`config.mk`:
```
export PLATFORM = sky130hd
export DESIGN_NAME = fifo_write_logic
export DESIGN_NICKNAME = d
export VERILOG_FILES = /design/src/rtl/fifo_write_logic_pkg.sv /design/src/rtl/gray_ptr_reg.sv /design/src/rtl/fifo_write_logic.sv
export SDC_FILE = /design/constraint.sdc
export NUM_CORES = 1
export LEC_CHECK = 0
export CORE_MARGIN = 1.5
export CORE_UTILIZATION = 27
export CTS_CLUSTER_DIAMETER = 50
export DETAILED_ROUTE_END_ITERATION = 10
export PLACE_DENSITY = 0.48
export SLEW_MARGIN = 15
export SYNTH_ARGS = -nofsm -noshare
export SYNTH_HDL_FRONTEND = slang
export SYNTH_SLANG_ARGS = --single-unit
```
`constraint.sdc`:
```
create_clock -name clk -period 2.3 [get_ports clk]
set_input_delay 0.46 -clock clk [delete_from_list [all_inputs] [get_ports clk]]
set_output_delay 0.46 -clock clk [all_outputs]
set_load 0.05 [all_outputs]
```
`src/rtl/fifo_write_logic_pkg.sv`:
```
// rtl/fifo_write_logic_pkg.sv - sizing, packet header offsets and write FSM states for the packet FIFO
package fifo_write_logic_pkg;

  localparam int PTR_SZ    = 2;
  localparam int PTR_IN_SZ = 4;
  localparam int UWIDTH    = 8;
  localparam int MAX_SIZE  = (2 ** PTR_IN_SZ) - 4;

  localparam int SRC_OFS  = 0;
  localparam int DST_OFS  = 1;
  localparam int SIZE_OFS = 2;
  localparam int DATA_OFS = 3;

  typedef enum logic [2:0] {
    ST_WAIT   = 3'd0,
    ST_RECV   = 3'd1,
    ST_FLUSH  = 3'd2,
    ST_COMMIT = 3'd3,
    ST_DROP   = 3'd4
  } wr_state_e;

endpackage

```
`src/rtl/gray_ptr_reg.sv`:
```
// rtl/gray_ptr_reg.sv - binary pointer with a registered gray copy, shared by both FIFO sides
module gray_ptr_reg #(
  parameter int W = 3
) (
  input  logic         clk,
  input  logic         rst,
  input  logic         inc,
  output logic [W-1:0] bin,
  output logic [W-1:0] gray
);

  // gray trails bin by one cycle so it only moves after the data it covers is in memory
  always_ff @(posedge clk) begin
    if (!rst) begin
      bin  <= '0;
      gray <= '0;
    end else begin
      if (inc) bin <= bin + 1'b1;
      gray <= bin ^ (bin >> 1);
    end
  end

endmodule

```
`src/rtl/fifo_write_logic.sv`:
```
// rtl/fifo_write_logic.sv - write-side packet sequencer: length/crc check, slot write, gray commit
module fifo_write_logic
  import fifo_write_logic_pkg::*;
(
  input  logic                 clk,
  input  logic                 rst,
  input  logic                 in_valid,
  input  logic [UWIDTH-1:0]    in_data,
  input  logic                 in_last,
  output logic                 in_ready,
  output logic                 write_en,
  output logic [PTR_SZ-1:0]    waddr,
  output logic [PTR_IN_SZ-1:0] waddr_in,
  output logic [UWIDTH-1:0]    wdata,
  input  logic [PTR_SZ:0]      wq2_rptr,
  output logic [PTR_SZ:0]      wptr_gray,
  output logic                 full,
  output logic                 pkt_drop,
  output logic [7:0]           drop_cnt
);

  wr_state_e             state, state_nx;
  logic [PTR_SZ:0]       wbin;
  logic [PTR_IN_SZ-1:0]  count;
  logic [UWIDTH-1:0]     size, crc_acc;
  logic                  xfer, inc, ptr_settled;
  logic                  is_size_byte, is_crc_byte, bad_size;

  gray_ptr_reg #(.W(PTR_SZ + 1)) u_wptr (
    .clk  (clk),
    .rst  (rst),
    .inc  (inc),
    .bin  (wbin),
    .gray (wptr_gray)
  );

  assign in_ready     = (state == ST_RECV) || (state == ST_FLUSH);
  assign xfer         = in_valid && in_ready;
  assign inc          = (state == ST_COMMIT);
  assign pkt_drop     = (state == ST_DROP);
  assign full         = (wptr_gray == {~wq2_rptr[PTR_SZ:PTR_SZ-1], wq2_rptr[PTR_SZ-2:0]});
  // the gray copy lags one cycle after a commit; full must not be trusted until it catches up
  assign ptr_settled  = (wptr_gray == (wbin ^ (wbin >> 1)));
  assign is_size_byte = (count == PTR_IN_SZ'(SIZE_OFS));
  assign bad_size     = (in_data == '0) || (in_data > UWIDTH'(MAX_SIZE));
  assign is_crc_byte  = (count > PTR_IN_SZ'(SIZE_OFS)) &&
                        (UWIDTH'(count) == size + UWIDTH'(DATA_OFS));

  always_ff @(posedge clk) begin
    if (!rst) state <= ST_WAIT;
    else      state <= state_nx;
  end

  always_comb begin
    state_nx = state;
    unique case (state)
      ST_WAIT: begin
        if (!full && ptr_settled) state_nx = ST_RECV;
      end
      ST_RECV: begin
        if (xfer) begin
          if (is_size_byte && bad_size)
            state_nx = in_last ? ST_DROP : ST_FLUSH;
          else if (is_crc_byte)
            state_nx = !in_last ? ST_FLUSH : ((in_data == crc_acc) ? ST_COMMIT : ST_DROP);
          else if (in_last)
            state_nx = ST_DROP;
        end
      end
      ST_FLUSH: begin
        if (xfer && in_last) state_nx = ST_DROP;
      end
      ST_COMMIT: state_nx = ST_WAIT;
      ST_DROP:   state_nx = ST_WAIT;
      default:   state_nx = ST_WAIT;
    endcase
  end

  always_ff @(posedge clk) begin
    if (!rst) begin
      count    <= '0;
      crc_acc  <= '0;
      size     <= '0;
      write_en <= 1'b0;
      waddr    <= '0;
      waddr_in <= '0;
      wdata    <= '0;
      drop_cnt <= '0;
    end else begin
      write_en <= 1'b0;
      if (state == ST_WAIT) begin
        count   <= '0;
        crc_acc <= '0;
      end
      if (state == ST_RECV && xfer) begin
        write_en <= 1'b1;
        waddr    <= wbin[PTR_SZ-1:0];
        waddr_in <= count;
        wdata    <= in_data;
        if (!is_crc_byte) begin
          count   <= count + 1'b1;
          crc_acc <= crc_acc ^ in_data;
        end
        if (is_size_byte) size <= in_data;
      end
      if (state == ST_DROP && drop_cnt != 8'hFF) drop_cnt <= drop_cnt + 8'd1;
    end
  end

endmodule

```
=== Word level (Yosys, flattened, before mapping) ===
Cells that the tools add are included.

* $add $sub $neg: 4
* Order comparisons: 2
* Equality and inequality tests: 14
* Multiplexer cells: 17
* Bitwise logic cells: 3
* Reduce and logical (&&, ||, !) cells: 14

{| class="wikitable"
|+ Operators with widths
! operator !! number
|-
| $mux 3 || 9
|-
| $mux 8 || 3
|-
| $mux 4 || 3
|-
| $pmux 3 s3 || 1
|-
| $add 8x1->8 const B || 1
|-
| $add 8x2->8 const B || 1
|-
| $eq 4x8->1 || 1
|-
| $eq 8x8->1 || 1
|-
| $gt 8x4->1 const B || 1
|-
| $logic_not 8->1 || 1
|-
| $ne 8x8->1 const B || 1
|-
| $xor 8x8->8 || 1
|-
| $logic_and 1x1->1 || 7
|-
| $eq 3x2->1 const B || 2
|-
| $eq 3x3->1 || 2
|-
| $add 4x1->4 const B || 1
|-
| $eq 4x2->1 const B || 1
|-
| $gt 4x2->1 const B || 1
|-
| $ne 2x2->1 const B || 2
|-
| $ne 4x3->1 const B || 1
|-
| $reduce_and 4->1 || 1
|-
| $add 3x1->3 const B || 1
|-
| $eq 3x1->1 const B || 1
|-
| $eq 3x3->1 const B || 1
|-
| other kinds (8) || 9
|}

* Register bits after elaboration: 52
* Output and inout bits: 29
* Logic and storage cells: 65

=== Logic depth before layout (Yosys ltp) ===
* Word-level depth: 7
* Depth in mapped cells: 9
* Gate-level depth less buffers: 8

=== By module ===
Synthesis repeated with hierarchy kept, for this count alone.

* Cells, all modules: 295
* Area total of the unflattened synthesis: 2,541.2 um^2

{| class="wikitable"
|+ Modules (own cells, without submodules)
! module !! instances !! cells an instance !! area an instance (um^2) !! seq. area each (um^2)
|-
| fifo_write_logic || 1 || 277 || 2,319.7 || 920.9
|-
| gray_ptr_reg || 1 || 18 || 221.5 || 120.1
|}

=== Worst setup path before layout ===
No wires, ideal clock.

* Kind: reg-to-reg
* From: register state[2]
* To: register drop_cnt[5]
* Setup time: 0.115 ns
* Arrival time: 2.808 ns
* Required time: 2.185 ns
* Path slack: -0.623 ns
* Stages on the path, launching flop included: 8
* Path buffers: 1
* Path through: dfxtp_1 buf_2 nor3b_1 o21ai_0 nor2_1 nand3_1 xnor2_1 and2_1

* Word-level cells in the longest chain between the ends: 2

{| class="wikitable"
|+ RTL lines
! element !! line !! RTL
|-
| from (decl) || fifo_write_logic.sv:22 || <nowiki>wr_state_e state, state_nx;</nowiki>
|-
| from (signal assigned) || fifo_write_logic.sv:51 || <nowiki>else state <= state_nx;</nowiki>
|-
| $eq 3x3->1 || -- ||
|-
| named net pkt_drop || fifo_write_logic.sv:18 || <nowiki>output logic pkt_drop,</nowiki>
|-
| $logic_and 1x1->1 || fifo_write_logic.sv:106 || <nowiki>if (state == ST_DROP && drop_cnt != 8'hFF) drop_cnt <= drop_cnt + 8'd1;</nowiki>
|-
| to (signal assigned) || fifo_write_logic.sv:106 ||
|-
| to (decl) || fifo_write_logic.sv:19 || <nowiki>output logic [7:0] drop_cnt</nowiki>
|}

The timed path passes the listed nets, and every way through them passes these cells.
A chain may end at the register's enable or synchronous reset.

=== Worst setup path after layout ===
* From: input port in_data[5]
* To: register state[2]

* Word-level cells in the longest chain between the ends: 7

{| class="wikitable"
|+ RTL lines
! element !! line !! RTL
|-
| from (decl) || fifo_write_logic.sv:8 || <nowiki>input logic [UWIDTH-1:0] in_data,</nowiki>
|-
| parallel branches: the longest is 7 deep, another holds $gt 8x4->1 || -- ||
|}

Several ways; the timed one is not identified. The select of a mux whose other input is x is not followed.

==> reports/qor.yml <==
run_status:
  outcome: "complete, no violations"
route:
  dr.pass1.iters: 4
  vias_per_cell: 4.810
  drcViolationCount: 0
  ant_nets: 0
  dr_total_vias: 2280
  wire_per_inst_um: 13.01
  wirelength_mm: 6.165
  drt_iter0_markers: 72
synth:
  synth_edf_count: 0
  yosys_warnings: 0
  syn_inst: 302
  async_flop_share_pct: 0
  ys_seq_elements: 52
  synth.distinct_cells: 47
  synth_top_area_cell: "dfxtp_1"
  synth.area.top_cells: "dfxtp_1 (41%), nand2_1 (6.8%), a21oi_1 (6.3%)"
  synth_area_um2: 2542
  synth_top_area_share_pct: 40.94
  synth.avg_cell_area_um2: 8.419
  synth_nets: 322
  synth_top_flop_cell: "dfxtp_1"
  yosysSeqAreaShare_pct: 40.94
global_route:
  antenna_found_initial: 0
  overflow: 0
  grt_pass1_wl_mm: 10.12
  grt_pass1_vias: 2123
  grt_max_degree: 25
  grt_util_all_layers_pct: 12.84
pwr:
  p_total_w: 0.001920
  vdd_drop_max_mv: 0.2425
  p_leak_nw: 1.243
  powerDensity_nw_per_um2: 572.8
floorplan:
  start_util_pct: 27.65
  die_x_um: 100.0
  die_h_um: 100.0
  io_pins: 44
  coreArea_um2: 9196
  die_area_um2: 10010
  num_rows: 35
clocking:
  root_buffer: "clkbuf_8"
  clkSlewWorstSetupHoldPaths_ns: 0.09
  tritoncts: "yes"
  post_cts.repair.setup_buffers: 0
  clock_sinks: 52
  clkLatencyLatePin_ns: 0.31
  htreeDepth: 2
  clock_path_buffers: 2
  numCtsBuffers: 5
critical_path:
  critPathCaptureType: "flop"
  regToRegEndpoint: "crc_acc[0]"
  arrival_ns: 2.33
  reg2reg_from: "size[0]"
  start_kind: "primary input"
  worst-r2r-setup-slack_ns: 0.20
  path_max_fanout: 3
  cp.required_ns: 2.49
  worstSetupPathType: "primary input to flop"
  rr_worst_depth: 9
layout:
  areaGrowthSynthToFinish_pct: 31.84
  fin_util_pct: 36.45
  drive_above_1_share_pct: 11.02
  layout_commonest_cell: "dfxtp_1"
  fillers: 979
  final_cell_mix: "dfxtp_1 (52), nand2_1 (46), clkdlybuf4s50_1 (40)"
  diodes: 0
  nets: 382
placement:
  pre_cts_ws_ns: -0.1622
  port_buffers: 43
  gp_congestion: 0.7937
  dpl.hpwl_mm: 4.570
timing:
  rsz0062_at_grt: "false"
  fmax_mhz: 467.9
  tns_ns: 0
  fin_skew_ns: 0.004741
  setup_viol: 0
  timing.hold.ws_ns: 0.4589
  finalHoldViolCount: 0
  report.final.slew_viol_count: 0
  relSlewSlack_pct: 66.11
  period_share_pct: 92.91
  period_needed_ns: 2.137
  tightest_slew_ns: 0.5067
  timing.final.ws_setup_ns: 0.1630
hold_path:
  min_to: "wdata[7]"
  hold_start: "wdata[7]"
  holdCritPathClass: "flop to flop"
  whs_path_depth: 2
run:
  drv_cap: 0
-- cells in the mapped netlist (3+ instances only) --
cell	count
a21o_1	8
a21oi_1	32
and2_1	4
buf_2	5
clkbuf_1	7
dfxtp_1	52
ha_1	5
inv_1	3
nand2_1	46
nand2b_1	15
nand3_1	14
nand3b_1	4
nand4_1	7
nor2_1	19
nor3_1	7
nor3b_1	8
o21a_1	4
or3_1	3
xnor2_1	17
xor2_1	9
-- per-layer routing --
metal	routed length [um]	track usage, %
met2	2839	20.93
met3	208	2.437
met4	94	4.550
met5	0	0
met1	3023	17.00
-- power breakdown --
group | switching, W | internal, W | leakage, nW
combinational | 0.000241 | 0.000167 | 0.777
clock | 0.000303 | 0.000246 | 0.0455
sequential | 0.0000308 | 0.000932 | 0.421
total | 0.000575 | 0.00135 | 1.24
-- critical path, cell delays in order --
cell and delay, ns:
clkdlybuf4s50_1 0.43, or4_1 0.52, o31a_1 0.30, o31ai_1 0.31, nor3_1 0.08, nor3_1 0.16
nor3b_1 0.07
-- per-stage QoR --
stage / cell area, um^2 / cells
after floorplan: 2552 / 302
after global placement: 3253 / 466
after detailed placement: 3253 / 466
after CTS: 3343 / 474
after global routing: 3352 / 474
final: 3352 / 474
-- state kept, by name (all words and copies together), names as in the netlist --
signal and flops:
crc_acc 8, drop_cnt 8, size 8, wdata 8, count 4, waddr_in 4
state 3, u_wptr.bin 3, u_wptr.gray 3, waddr 2, write_en 1
-- layout make-up --
| class | instances | area (um^2) | area share (%) |
|---|---|---|---|
| multi-input combinational | 233 | 1446 | 43.15 |
| sequential | 52 | 1041 | 31.06 |
| timing repair buffer | 66 | 620.6 | 18.51 |
| tap | 111 | 138.9 | 4.143 |
| clock buffer | 8 | 90.09 | 2.688 |
| inverter | 4 | 15.01 | 0.4479 |
-- worst max-delay path by stage --
stage	start	endpoint	slack (ns)
5_1_grt	size[1]	crc_acc[6]	0.04
4_1_cts	size[0]	crc_acc[6]	0.04
6_report	in_data[5]	state[2]	0.16
2_1_floorplan	state[2]	drop_cnt[5]	0.05
3_5_place_dp	in_data[4]	state[2]	-0.16
3_3_place_gp	in_data[5]	state[2]	-0.13
-- kinds of logic (layout without fill, tap and decap cells) --
logic type / Yosys count / after routing / synth area share, %
AO/OA/AOI/OAI: 65 / 65 / 17.03
XOR/XNOR: 26 / 26 / 8.957
adder cells (fa/ha/maj): 5 / 5 / 2.461
buffers and inverters: 17 / 78 / 2.904
flip-flops: 52 / 52 / 40.94
multiplexers: 3 / 3 / 1.230
AND/OR/NAND/NOR: 134 / 134 / 26.48
-- what timing repair did --
action,in CTS,in global routing
hold buffers,0,0
setup endpoints to repair,0,2
gates resized for setup,0,1
(Power assumes the default switching activity.)
